## config.mk

```make
export PLATFORM = sky130hd
export DESIGN_NAME = crossbar_scheduler
export DESIGN_NICKNAME = d
export VERILOG_FILES = /design/src/rtl/switch_pkg.sv /design/src/rtl/rr_arbiter.sv /design/src/rtl/crossbar_scheduler.sv
export SDC_FILE = /design/constraint.sdc
export NUM_CORES = 1
export LEC_CHECK = 0
export BUFFER_PORTS_ARGS = -buffer_cell sky130_fd_sc_hd__buf_2
export CAP_MARGIN = 20
export CORE_UTILIZATION = 53
export DETAILED_ROUTE_END_ITERATION = 6
export PLACE_DENSITY_LB_ADDON = 0.15
export RECOVER_POWER = 25
export SLEW_MARGIN = 15
export SYNTH_ARGS = -nofsm -noshare
export SYNTH_HDL_FRONTEND = slang
export SYNTH_HIERARCHICAL = 1
export SYNTH_SLANG_ARGS = --single-unit
```

## constraint.sdc

```tcl
create_clock -name clk -period 3.4 [get_ports clk]
set_clock_uncertainty 0.2 [all_clocks]
set_input_delay 0.68 -clock clk [delete_from_list [all_inputs] [get_ports clk]]
set_output_delay 0.68 -clock clk [all_outputs]
set_load 0.1 [all_outputs]
```

## src/rtl/switch_pkg.sv

```systemverilog
// Shared sizes, header layout and helpers for the 3x3 switch fabric scheduler.
// No logic of its own; latency not applicable.
// Backpressure: not applicable (declarations only).
package switch_pkg;
  localparam int N_PORTS = 3;
  localparam int DATA_W  = 8;
  localparam int LEN_W   = 6;
  localparam int SEL_W   = 2;

  localparam logic [SEL_W-1:0] SEL_IDLE = 2'd0;

  // Header byte: dest 0 discards the packet, 1..3 name an output port.
  typedef struct packed {
    logic [1:0]       dest;
    logic [LEN_W-1:0] len;
  } hdr_t;

  typedef enum logic [1:0] {
    IDLE = 2'd0,
    XFER = 2'd1,
    DROP = 2'd2
  } in_state_e;

  // Round-robin pointer to use after the one-hot owner releases: the input after it.
  function automatic logic [1:0] rr_next(input logic [N_PORTS-1:0] oh);
    return oh[0] ? 2'd1 : (oh[1] ? 2'd2 : 2'd0);
  endfunction

  // Mux select code for a one-hot owner: input k (numbered from 1), or the idle word.
  function automatic logic [SEL_W-1:0] sel_code(input logic [N_PORTS-1:0] oh);
    return oh[0] ? 2'd1 : (oh[1] ? 2'd2 : (oh[2] ? 2'd3 : SEL_IDLE));
  endfunction
endpackage

```

## src/rtl/rr_arbiter.sv

```systemverilog
// Round-robin pick of one requester per output, scanning from ptr with wrap.
// Latency: purely combinational; the pointer register lives in the parent.
// Backpressure: none; a zero request vector yields a zero grant.
module rr_arbiter
  import switch_pkg::*;
(
  input  logic [N_PORTS-1:0] req,
  input  logic [1:0]         ptr,
  output logic [N_PORTS-1:0] gnt
);
  logic [2:0] idx;
  logic       found;

  // Walk ptr, ptr+1, ptr+2 (mod N_PORTS); the first active request wins.
  always_comb begin
    gnt   = '0;
    found = 1'b0;
    idx   = '0;
    for (int k = 0; k < N_PORTS; k++) begin
      idx = {1'b0, ptr} + 3'(k);
      if (idx >= 3'(N_PORTS)) idx = idx - 3'(N_PORTS);
      if (!found && req[idx[1:0]]) begin
        gnt[idx[1:0]] = 1'b1;
        found         = 1'b1;
      end
    end
  end
endmodule

```

## src/rtl/crossbar_scheduler.sv

```systemverilog
// Packet scheduler for the 3x3 fabric: grants outputs to inputs per packet, drives FIFO pops and mux selects.
// Latency: header seen cycle t -> grant at end of t -> rdreq t+1 -> out_valid/sop t+2.
// Backpressure: an empty FIFO mid-packet stalls that transfer (no timeout); enable=0 blocks new grants only.
module crossbar_scheduler
  import switch_pkg::*;
(
  input  logic                      clk,
  input  logic                      reset_n,
  input  logic                      enable,
  input  logic [N_PORTS-1:0]        empty,
  input  logic [N_PORTS*DATA_W-1:0] head,
  output logic [N_PORTS-1:0]        rdreq,
  output logic [N_PORTS*SEL_W-1:0]  sel,
  output logic [N_PORTS-1:0]        out_valid,
  output logic [N_PORTS-1:0]        out_sop,
  output logic [N_PORTS-1:0]        out_eop,
  output logic [N_PORTS-1:0]        busy,
  output logic [7:0]                drop_cnt
);
  localparam int CNT_W = LEN_W + 1;

  in_state_e          state  [N_PORTS];
  logic [CNT_W-1:0]   count  [N_PORTS];
  logic [N_PORTS-1:0] first;
  logic [N_PORTS-1:0] owned;
  logic [N_PORTS-1:0] owner  [N_PORTS];  // one-hot input currently owning each output
  logic [1:0]         rr_ptr [N_PORTS];

  hdr_t               hdr    [N_PORTS];
  logic [N_PORTS-1:0] req    [N_PORTS];
  logic [N_PORTS-1:0] gnt    [N_PORTS];
  logic [N_PORTS-1:0] granted;
  logic [N_PORTS-1:0] drop_go;
  logic [N_PORTS-1:0] last_pop;
  logic [N_PORTS-1:0] out_pop;
  logic [N_PORTS-1:0] out_first;
  logic [N_PORTS-1:0] out_last;
  logic [7:0]         n_drop;

  // View each FIFO head as a header.
  always_comb begin
    for (int i = 0; i < N_PORTS; i++) hdr[i] = hdr_t'(head[i*DATA_W +: DATA_W]);
  end

  // Idle inputs with a visible header either request their output or head for discard; busy inputs pop.
  always_comb begin
    drop_go  = '0;
    rdreq    = '0;
    last_pop = '0;
    for (int o = 0; o < N_PORTS; o++) req[o] = '0;
    for (int i = 0; i < N_PORTS; i++) begin
      drop_go[i]  = enable && (state[i] == IDLE) && !empty[i] && (hdr[i].dest == 2'd0);
      rdreq[i]    = (state[i] != IDLE) && !empty[i];
      last_pop[i] = rdreq[i] && (count[i] == CNT_W'(1));
      for (int o = 0; o < N_PORTS; o++)
        req[o][i] = enable && !owned[o] && (state[i] == IDLE) && !empty[i] &&
                    (hdr[i].dest == 2'(o + 1));
    end
  end

  for (genvar o = 0; o < N_PORTS; o++) begin : g_arb
    rr_arbiter u_arb (
      .req (req[o]),
      .ptr (rr_ptr[o]),
      .gnt (gnt[o])
    );
  end

  // Fold arbiter results per input, and map each output's owner onto its pops.
  always_comb begin
    granted   = '0;
    out_pop   = '0;
    out_first = '0;
    out_last  = '0;
    n_drop    = '0;
    for (int o = 0; o < N_PORTS; o++) begin
      granted      = granted | gnt[o];
      out_pop[o]   = |(owner[o] & rdreq);
      out_first[o] = |(owner[o] & rdreq & first);
      out_last[o]  = |(owner[o] & last_pop);
    end
    for (int i = 0; i < N_PORTS; i++) n_drop = n_drop + 8'(drop_go[i]);
  end

  // Per-input packet FSM: load L+1 on entry, count pops down, back to IDLE on the last byte.
  always_ff @(posedge clk or negedge reset_n) begin
    if (!reset_n) begin
      for (int i = 0; i < N_PORTS; i++) begin
        state[i] <= IDLE;
        count[i] <= '0;
      end
      first <= '0;
    end else begin
      for (int i = 0; i < N_PORTS; i++) begin
        case (state[i])
          IDLE: begin
            if (drop_go[i] || granted[i]) begin
              state[i] <= drop_go[i] ? DROP : XFER;
              count[i] <= {1'b0, hdr[i].len} + CNT_W'(1);
              first[i] <= 1'b1;
            end
          end
          default: begin
            if (rdreq[i]) begin
              count[i] <= count[i] - CNT_W'(1);
              first[i] <= 1'b0;
              if (last_pop[i]) state[i] <= IDLE;
            end
          end
        endcase
      end
    end
  end

  // Output ownership: claim on grant; release and rotate the pointer past the owner on its last pop.
  always_ff @(posedge clk or negedge reset_n) begin
    if (!reset_n) begin
      owned    <= '0;
      drop_cnt <= '0;
      for (int o = 0; o < N_PORTS; o++) begin
        owner[o]  <= '0;
        rr_ptr[o] <= 2'd0;
      end
    end else begin
      drop_cnt <= drop_cnt + n_drop;
      for (int o = 0; o < N_PORTS; o++) begin
        if (|gnt[o]) begin
          owned[o] <= 1'b1;
          owner[o] <= gnt[o];
        end else if (out_last[o]) begin
          owned[o]  <= 1'b0;
          owner[o]  <= '0;
          rr_ptr[o] <= rr_next(owner[o]);
        end
      end
    end
  end

  // Mux-side outputs trail the pop by one register so they line up with the registered FIFO data.
  always_ff @(posedge clk or negedge reset_n) begin
    if (!reset_n) begin
      out_valid <= '0;
      out_sop   <= '0;
      out_eop   <= '0;
      sel       <= '0;
    end else begin
      out_valid <= out_pop;
      out_sop   <= out_first;
      out_eop   <= out_last;
      for (int o = 0; o < N_PORTS; o++)
        sel[o*SEL_W +: SEL_W] <= out_pop[o] ? sel_code(owner[o]) : SEL_IDLE;
    end
  end

  assign busy = owned;
endmodule

```

==> flow_summary_export.csv, run 1 <==
group,metric,value,unit
synthesis,ys_warn_count,6,
clock_tree,htree_levels,3,
sta,hold_viol_final,0,
power_and_ir_drop,power.share.switching,47.9,%
synthesis,synth_ff_type,"dfrtp_1",
grt,grt_max_degree,29,
cells_and_area,drive_gt1_share,31.8,%
cells_and_area,final_nets,676,
clock_tree,cts_tree,"done",
power_and_ir_drop,comb_power_share,46.6,%
setup_path,worstPathArrival,3370,ps
floorplan,core_area,8760,µm²
synthesis,synth_top_area_share,37.0,%
clock_tree,cts_root_buffer,"clkbuf_8",
hold_path,hp-class,"in -> async",
grt,grt_antenna_before_repair,0,
cells_and_area,syn_to_final_growth,24.8,%
synthesis,yosysMostFrequentCell,"dfrtp_1",
sta,min_period_over_period,97.7,%
sta,min_period,3320,ps
clock_tree,numCtsBuffers,9,
detailed_routing,drt_first_pass_iters,5,
synthesis,synthArstFlopShare,100,%
synthesis,synthTopCellsByCount,"dfrtp_1 (71), nand2_1 (33), inv_1 (31), nand3_1 (31), ha_1 (24)",
synthesis,synthesis.area,4800,µm²
detailed_routing,drc_errors,0,
cells_and_area,final_util,68.3,%
power_and_ir_drop,ir_worst_vdd,0.537,mV
synthesis,synth_top_family_by_area,"simple AND/OR/NAND/NOR gates",
synthesis,syn_nets,558,
floorplan,die_w,97.2,µm
clock_tree,clk_pin_slew,80,ps
synthesis,synth-seq-area-share,37.0,%
detailed_routing,vias,4488,
floorplan,start_util,54.8,%
floorplan,die_area,9440,µm²
power_and_ir_drop,switchingPower,2.03,mW
setup_path,end_kind,"flip-flop",
power_and_ir_drop,power_density,706,nW/µm²
status,status,"finished clean",
clock_tree,cts.sinks,71,
power_and_ir_drop,pwr-share-clk,17.9,%
grt,overflow,0,
clock_tree,cts_buffer_depth,2,
sta,fmaxAchievable,301,MHz
detailed_routing,drt_iter0_markers,285,
synthesis,synth_edf_count,0,
grt,track_usage,27.6,%
detailed_routing,wl_per_cell,17.5,µm
grt,grt_pass1_vias,4290,
synthesis,synthAdderAreaFrac,6.67,%
place,hpwlAfterDp,9.77,mm
synthesis,ys_seq_elements,71,
detailed_routing,wirelength,12.8,mm
clock_tree,postCtsHoldBufs,0,
flow_run,drv_cap,0,
synthesis,synth.area.mux_share,1.98,%
cells_and_area,antenna_cells,0,
floorplan,pin_count,59,
sta,tightestPinTransition,1430,ps
power_and_ir_drop,seqPwrFrac,35.5,%
sta,slew_headroom,4.94,%
synthesis,syn_avg_cell_area,9.54,µm²
synthesis,synth_area_leader_cell,"dfrtp_1",
synthesis,synth_compound_gate_area_share,22.6,%
setup_path,cp_max_fo,4,
setup_path,cp-start-kind,"input pin",
clock_tree,clock_latency,360,ps
sta,grt_setup_unrepaired,"yes",
floorplan,die_h,97.2,µm
synthesis,synth-simple-area-share,23.3,%
power_and_ir_drop,intPower,2.20,mW
floorplan,rows,34,
synthesis,synthXorXnorAreaFrac,3.47,%
place,gp_congestion,0.986,
synthesis,synth_area_leaders,"dfrtp_1 (37%), ha_1 (6.3%), nand3_1 (3.2%), nand2_1 (2.6%), inv_1 (2.4%)",
setup_path,required,3440,ps
grt,grt_pass1_wl,20.9,mm
detailed_routing,routed_via_density,6.11,
sta,setup_viol,0,
place,io_buffer_count,58,
sta,slew_violations,0,
power_and_ir_drop,total_power,4.23,mW
synthesis,synth_cell_types,85,
detailed_routing,ant_nets,0,
power_and_ir_drop,leakage,2.74,nW
setup_path,critPathKind,"in -> reg",
synthesis,syn_inst,503,
[metrics by stage]
stage / hold slack (ps) / setup slack [ps] / instances / instance area, µm² / TNS [ps]
after CTS: 62.6 / 8.50 / 727 / 5850 / 0
final: 266 / 76.7 / 734 / 5990 / 0
after floorplan: 184 / -123 / 503 / 4860 / -171
after global placement: 253 / -250 / 711 / 5630 / -3990
after global routing: 296 / -27.1 / 734 / 5990 / -73.7
after detailed placement: 251 / -324 / 711 / 5630 / -6330
[cell usage in the layout, fill, tap and decap left out, types with 8 or more instances in the layout]
cell / n
xnor2_1: 10
nand3_1: 31
nand2_1: 33
clkbuf_8: 9
dfrtp_1: 71
nand2b_1: 13
buf_2: 57
o22ai_1: 13
o21ai_0: 12
buf_4: 62
xor2_1: 9
nor4_1: 8
a21oi_1: 11
ha_1: 24
nor2_1: 21
inv_1: 31
nor3_1: 14
[cell families after synthesis]
family,after synthesis
AOI/OAI and AO/OA,138
adders and majority gates,25
buffers and inverters,53
and+or+nand+nor,188
DFF,71
muxes,9
xor gates and xnor gates,19
[registers in the layout (all words and copies together), names as in the netlist]
signal and flops:
out_valid 3, busy 3, owner 9, first 3, count 21, out_sop 3, out_eop 3, drop_cnt 8
state 6, sel 6, rr_ptr 6
[final cells by class]
cell class	instances	area [µm²]
Multi-Input combinational cell	379	2930
Fill cell	700	2770
Sequential cell	71	1780
Timing Repair Buffer	124	792
Inverter	36	135
Tap cell	108	135
Clock buffer	9	124
Clock inverter	7	96.3
[power by group through the flow]
stage | clock network, mW | logic [mW] | registers, mW
4_1_cts | 0.769 | 1.89 | 1.48
3_3_place_gp | 0 | 1.83 | 1.48
5_1_grt | 0.801 | 2.11 | 1.54
6_report | 0.757 | 1.97 | 1.50
2_1_floorplan | 0 | 1.03 | 1.87
3_5_place_dp | 0 | 1.89 | 1.50
[worst max-delay path: stages]
cell and delay, ps:
buf_2 120, or3_4 410, nor4b_4 260, buf_4 170, inv_1 50, a221o_1 300
o22ai_1 230, a22o_1 250, or3_4 190, a211oi_4 80, buf_4 140, a21o_1 140
a221o_1 340
[path summary, 6_finish.rpt]
path	startpoint	to	slack [ps]	cells after the start
min in group clk	drop_cnt[7]	drop_cnt[7]	270	1
min reg2reg	drop_cnt[7]	drop_cnt[7]	270	1
max reg2reg	state[5]	count[5]	80	10
min	reset_n	drop_cnt[5]	270	1
max in group asynchronous	reset_n	count[19]	870	2
max	empty[1]	count[5]	80	13
[metal layers]
| layer | GRT usage, % | up-vias | part of all wire, % | wire length, µm |
|---|---|---|---|---|
| met5 | 0 | - | 0 | 0 |
| met4 | 8.50 | 0 | 1.8 | 235 |
| met3 | 4.89 | 21 | 5.7 | 732 |
| met2 | 46.0 | 157 | 49 | 6220 |
| met1 | 36.6 | 2170 | 44 | 5630 |
| li1 | - | 2140 | - | - |
[timing repair]
item	CTS	global route
endpoints found under the setup margin	2	23
buffers inserted	0	7
cloned	0	0
gates resized for setup	1	18
pin swaps	0	12
Note: power is estimated with default switching activity, not from simulation.
==> run 2, diff against run 1 <==
CORE_UTILIZATION = 59   (was 53)
clock period = 3.7 ns   (was 3.4 ns; I/O delays follow)
==> run 2 against run 1 <==
Power decreased by 7.6%; sequential power decreased by 9%; via count decreased by 1.6%; final cell count decreased by 4.6%; global-route usage increased by 3.3 points; clock-buffer cell count unchanged.
==> flow_summary_export.csv, run 2 (synthesized netlist as in run 1, its figures left out) <==
group,metric,value,unit
status,status,"finished clean",
cells_and_area,final_common_cell,"dfrtp_1",
cells_and_area,drive_gt1_share,25.6,%
detailed_routing,vias,4416,
sta,min_period,3540,ps
grt,overflow,0,
sta,min_period_over_period,95.7,%
power_and_ir_drop,ir_worst_vdd,0.485,mV
setup_path,slowest_stage,"or4b_4",
grt,track_usage,30.9,%
sta,fmaxAchievable,283,MHz
power_and_ir_drop,comb_power_share,44.0,%
setup_path,cp_num_buf_inv,2,
grt,grt_pass1_vias,4258,
clock_tree,cts.sinks,71,
power_and_ir_drop,power.share.switching,46.2,%
clock_tree,clk_pin_slew,80,ps
sta,setup_tns,0,ps
cells_and_area,antenna_cells,0,
cells_and_area,final_cell_mix,"dfrtp_1 (71), buf_2 (57), buf_4 (38)",
setup_path,cp_max_fo,6,
sta,tightestPinTransition,1450,ps
grt,grt_antenna_before_repair,0,
place,place_ws,-204,ps
detailed_routing,drc_errors,0,
setup_path,required,3730,ps
power_and_ir_drop,total_power,3.90,mW
clock_tree,cts_setup_buffers,0,
power_and_ir_drop,leakage,2.59,nW
sta,slew_headroom,3.35,%
setup_path,worstPathArrival,3570,ps
sta,setup_viol,0,
cells_and_area,largest_reg_flops,21,
floorplan,core_area,7810,µm²
place,placed_area,5430,µm²
cells_and_area,fill_cells,608,
hold_path,hp-class,"reg -> reg",
detailed_routing,wirelength,12.3,mm
setup_path,critPathKind,"in -> reg",
setup_path,cp_common_cell,"a221o_1",
sta,setup_slack,160,ps
cells_and_area,top_register,"count",
floorplan,rows,32,
clock_tree,cts_root_buffer,"clkbuf_8",
sta,grt_setup_unrepaired,"no",
floorplan,start_util,61.5,%
place,io_buffer_count,58,
detailed_routing,ant_nets,0,
power_and_ir_drop,pwr-share-clk,20.9,%
detailed_routing,routed_via_density,6.31,
floorplan,die_w,92.2,µm
clock_tree,numCtsBuffers,9,
floorplan,pin_count,59,
cells_and_area,biggestRegsByFlops,"count: 21 flops, owner: 9 flops, drop_cnt: 8 flops",
place,gp_congestion,0.912,
setup_path,cp-start-kind,"input pin",
grt,grt_max_degree,28,
setup_path,crit_family,"simple AND/OR/NAND/NOR gates",
flow_run,drv_cap,0,
floorplan,die_area,8500,µm²
cells_and_area,final_nets,649,
setup_path,crit_chain,"buf_2 > or4b_4 > nor4b_2 > buf_4 > mux2i_1 > a221o_1 > o22ai_1 > a22o_1 > or3_1 > a211oi_4 > nor4_1 > a221o_1",
detailed_routing,drt_first_pass_iters,5,
detailed_routing,wl_per_cell,17.5,µm
grt,grt_pass1_wl,20.6,mm
clock_tree,cts_buffer_depth,2,
power_and_ir_drop,seqPwrFrac,35.1,%
setup_path,end_kind,"flip-flop",
clock_tree,cts_tree,"done",
power_and_ir_drop,intPower,2.10,mW
sta,hold_viol_final,0,
place,hpwlAfterDp,9.35,mm
setup_path,worst_path_largest_cell_delay,500,ps
sta,slew_violations,0,
sta,hold_ws,260,ps
clock_tree,clock_latency,350,ps
cells_and_area,syn_to_final_growth,18.5,%
power_and_ir_drop,power_density,686,nW/µm²
cells_and_area,design_area,5690,µm²
floorplan,die_h,92.2,µm
detailed_routing,drt_iter0_markers,353,
power_and_ir_drop,switchingPower,1.81,mW
clock_tree,htree_levels,3,
run 2: changes by cell type in the layout (fill, tap and decap cells not counted), sizes merged:
cell	before	now
bufinv	2	4
buf	122	95
inv	35	34
clkinv	3	4
clkinvlp	3	0
run 2: final timing paths:
kind / slack (ps) / cells past startpoint / to / startpoint
max in group asynchronous: 1020 / 2 / count[7] / reset_n
setup / recovery: 160 / 12 / count[5] / empty[0]
min in group asynchronous: 390 / 1 / count[4] / reset_n
hold / removal: 260 / 1 / drop_cnt[7] / drop_cnt[7]
hold reg to reg: 260 / 1 / drop_cnt[7] / drop_cnt[7]
setup reg to reg: 190 / 11 / count[5] / state[5]
run 2: metal layers:
layer / share of wire, % / wire, µm / up-vias / GRT usage [%]
met1: 45 / 5480 / 2121 / 41.9
met5: 0 / 0 / - / 0
met4: 2.4 / 299 / 0 / 12.4
met3: 6.0 / 740 / 24 / 4.48
li1: - / - / 2090 / -
met2: 47 / 5750 / 181 / 49.8
run 2: power groups by stage:
stage	logic (mW)	clock network (mW)	registers (mW)
final	1.72	0.814	1.37
after global routing	1.85	0.861	1.41
after CTS	1.71	0.829	1.36
after detailed placement	1.70	0	1.38
after global placement	1.65	0	1.36
after floorplan	0.939	0	1.72
run 2: final cells by class:
class,instances,area [µm²],area share (%)
inverters,36,135,2.37
multi-input cells,379,2820,49.5
repair buffers,97,578,10.2
flip-flops and latches,71,1780,31.2
clock buffers,9,124,2.18
clock inverters,6,134,2.35
well taps,102,128,2.24
run 2: worst reg2reg max path: stages, from the launching register on:
cell and delay, ps:
dfrtp_1 430, or4b_4 570, nor4b_2 230, buf_4 180, mux2i_1 230, a221o_1 140, o22ai_1 90, a22o_1 260
or3_1 400, a211oi_4 310, nor4_1 80, a221o_1 270
run 2: what timing repair did:
action	CTS	global route
resized for setup	0	1
endpoints found under the setup margin	0	2
hold buffers	0	0
run 2: per-stage QoR:
stage / instances / utilization, %
finish: 700 / 72.9
global route: 700 / 72.9
CTS: 700 / 72.8
detailed placement: 685 / 69.5
global placement: 685 / 69.5
floorplan: 503 / -
==> run 3, diff against run 2 <==
CORE_UTILIZATION = 48   (was 59)
==> run 3 against run 2 <==
The run now ends with capacitance limit, slew limit left; die area rose by 22%; worst hold slack improved by 2.3 ps; final cell count rose by 5.1%; setup slack improved by 42 ps; flip-flop and latch count did not move; sequential share of layout area barely moved; final area barely moved; clock-buffer cell count rose by 1; global-route usage fell by 4.8 points; combinational power barely moved; wire length rose by 3.2%.
==> flow_summary_export.csv, run 3 (synthesized netlist as in run 1, its figures left out) <==
group,metric,value,unit
flow_run,drv_cap,1,
setup_path,critPathLaunch,"state[5]",
clock_tree,clk_pin_slew,90,ps
clock_tree,postCtsHoldBufs,0,
detailed_routing,ant_nets,0,
cells_and_area,final_cell_mix,"dfrtp_1 (71), buf_2 (57), buf_4 (43)",
sta,hold_viol_final,0,
cells_and_area,drive_gt1_share,26.4,%
sta,min_period_over_period,94.5,%
floorplan,die_w,102,µm
power_and_ir_drop,power_density,656,nW/µm²
grt,grt_pass1_vias,4226,
place,hpwlAfterDp,9.40,mm
floorplan,pin_count,59,
setup_path,cp_num_buf_inv,2,
sta,slew_violations,72,
place,numPlacedInstances,720,
clock_tree,numCtsBuffers,9,
floorplan,die_h,102,µm
power_and_ir_drop,ir_worst_vdd,0.395,mV
setup_path,cp_max_fo,7,
cells_and_area,biggestRegsByFlops,"count: 21 flops, owner: 9 flops, drop_cnt: 8 flops",
setup_path,worstPathArrival,3540,ps
cells_and_area,top_register,"count",
status,violations,"capacitance limit, slew limit",
cells_and_area,largest_reg_flops,21,
sta,setup_slack,202,ps
sta,tightestPinTransition,1850,ps
detailed_routing,drt_iter0_markers,248,
grt,grt_pass1_wl,20.9,mm
setup_path,slowest_stage,"or4b_4",
setup_path,critical_path_depth,12,
cells_and_area,final-instance-count-excl-fill,736,
clock_tree,htree_levels,3,
grt,grt_max_degree,72,
floorplan,rows,36,
setup_path,crit_family,"compound AO/OA/AOI/OAI gates",
floorplan,die_area,10400,µm²
detailed_routing,wl_met3,720,µm
detailed_routing,drc_errors,0,
place,io_buffer_count,58,
setup_path,critPathKind,"reg -> reg",
grt,overflow,0,
setup_path,worstRegToRegCells,12,
detailed_routing,wl_met1,5.69,mm
clock_tree,cts_root_buffer,"clkbuf_8",
detailed_routing,dr_wl_met2,5.83,mm
hold_path,hold_depth,1,
hold_path,min-delay-start,"drop_cnt[7]",
cells_and_area,syn_to_final_growth,18.6,%
detailed_routing,wl_per_cell,17.2,µm
sta,setup_tns,0,ps
setup_path,cp-start-kind,"flip-flop",
hold_path,hp-class,"reg -> reg",
status,status,"finished with violations",
sta,setup_viol,0,
setup_path,end_kind,"flip-flop",
cells_and_area,final_common_cell,"dfrtp_1",
floorplan,core_area,9730,µm²
clock_tree,cts.sinks,71,
setup_path,worst_path_largest_cell_delay,560,ps
clock_tree,cts_buffer_depth,2,
sta,fmaxAchievable,286,MHz
setup_path,crit_chain,"or4b_4 > nor4b_2 > buf_4 > mux2i_1 > a221o_1 > o22ai_1 > a22o_1 > or3_1 > a211oi_4 > buf_4 > a21o_1 > a221o_1",
detailed_routing,routed.top_layer,"met4",
floorplan,start_util,49.3,%
sta,slew_headroom,-23.2,%
cells_and_area,antenna_cells,0,
detailed_routing,wirelength,12.6,mm
clock_tree,clock_latency,360,ps
sta,min_period,3500,ps
grt,track_usage,26.1,%
detailed_routing,routed_via_density,5.97,
place,gp_congestion,0.937,
cells_and_area,final_nets,653,
grt,grt_antenna_before_repair,0,
detailed_routing,drt_first_pass_iters,5,
detailed_routing,vias,4397,
setup_path,r2r-start,"state[5]",
clock_tree,cts_tree,"done",
setup_path,required,3750,ps
place,place_ws,-153,ps
clock_tree,cts_resized,0,
power_and_ir_drop,leakage,2.57,nW
clock_tree,cts_setup_buffers,0,
sta,grt_setup_unrepaired,"no",
## run 3: path summary, 6_finish.rpt
path | to | slack (ps)
min reg2reg | drop_cnt[7] | 260
max in group asynchronous | owner[6] | 1530
min | drop_cnt[7] | 260
max | count[5] | 200
min in group asynchronous | count[1] | 670
max reg2reg | count[5] | 200
## run 3: routing by layer
| metal | track usage [%] | vias to the layer above |
|---|---|---|
| met4 | 12.6 | 0 |
| met1 | 35.4 | 2120 |
| met3 | 4.51 | 34 |
| met2 | 40.4 | 154 |
| li1 | - | 2089 |
| met5 | 0 | - |
## run 3: layout make-up
class / count / area [µm²]
fill: 917 / 4040
multi-input combinational: 379 / 2810
sequential: 71 / 1780
timing repair buffer: 101 / 613
tap: 133 / 166
inverter: 36 / 135
clock buffer: 10 / 128
clock inverter: 6 / 67.6
## run 3: through the flow
stage	cell area, µm²	power [mW]	util [%]	hold slack [ps]
floorplan	4820	2.66	-	244
global placement	5500	3.05	56.5	250
detailed placement	5500	3.09	56.5	252
CTS	5700	3.73	58.5	266
global route	5690	3.97	58.5	304
finish	5690	3.73	58.5	263
## run 3: power breakdown
part	internal [mW]	switching (mW)	total, mW
Sequential	1.03	0.334	1.36
Combinational	0.560	1.17	1.73
Clock	0.315	0.328	0.643
## run 3: worst register-to-register path, stage by stage (launching register included)
cell,delay [ps]
dfrtp_1,440
or4b_4,560
nor4b_2,280
buf_4,180
mux2i_1,70
a221o_1,280
o22ai_1,220
a22o_1,190
or3_1,210
a211oi_4,90
buf_4,190
a21o_1,150
a221o_1,330
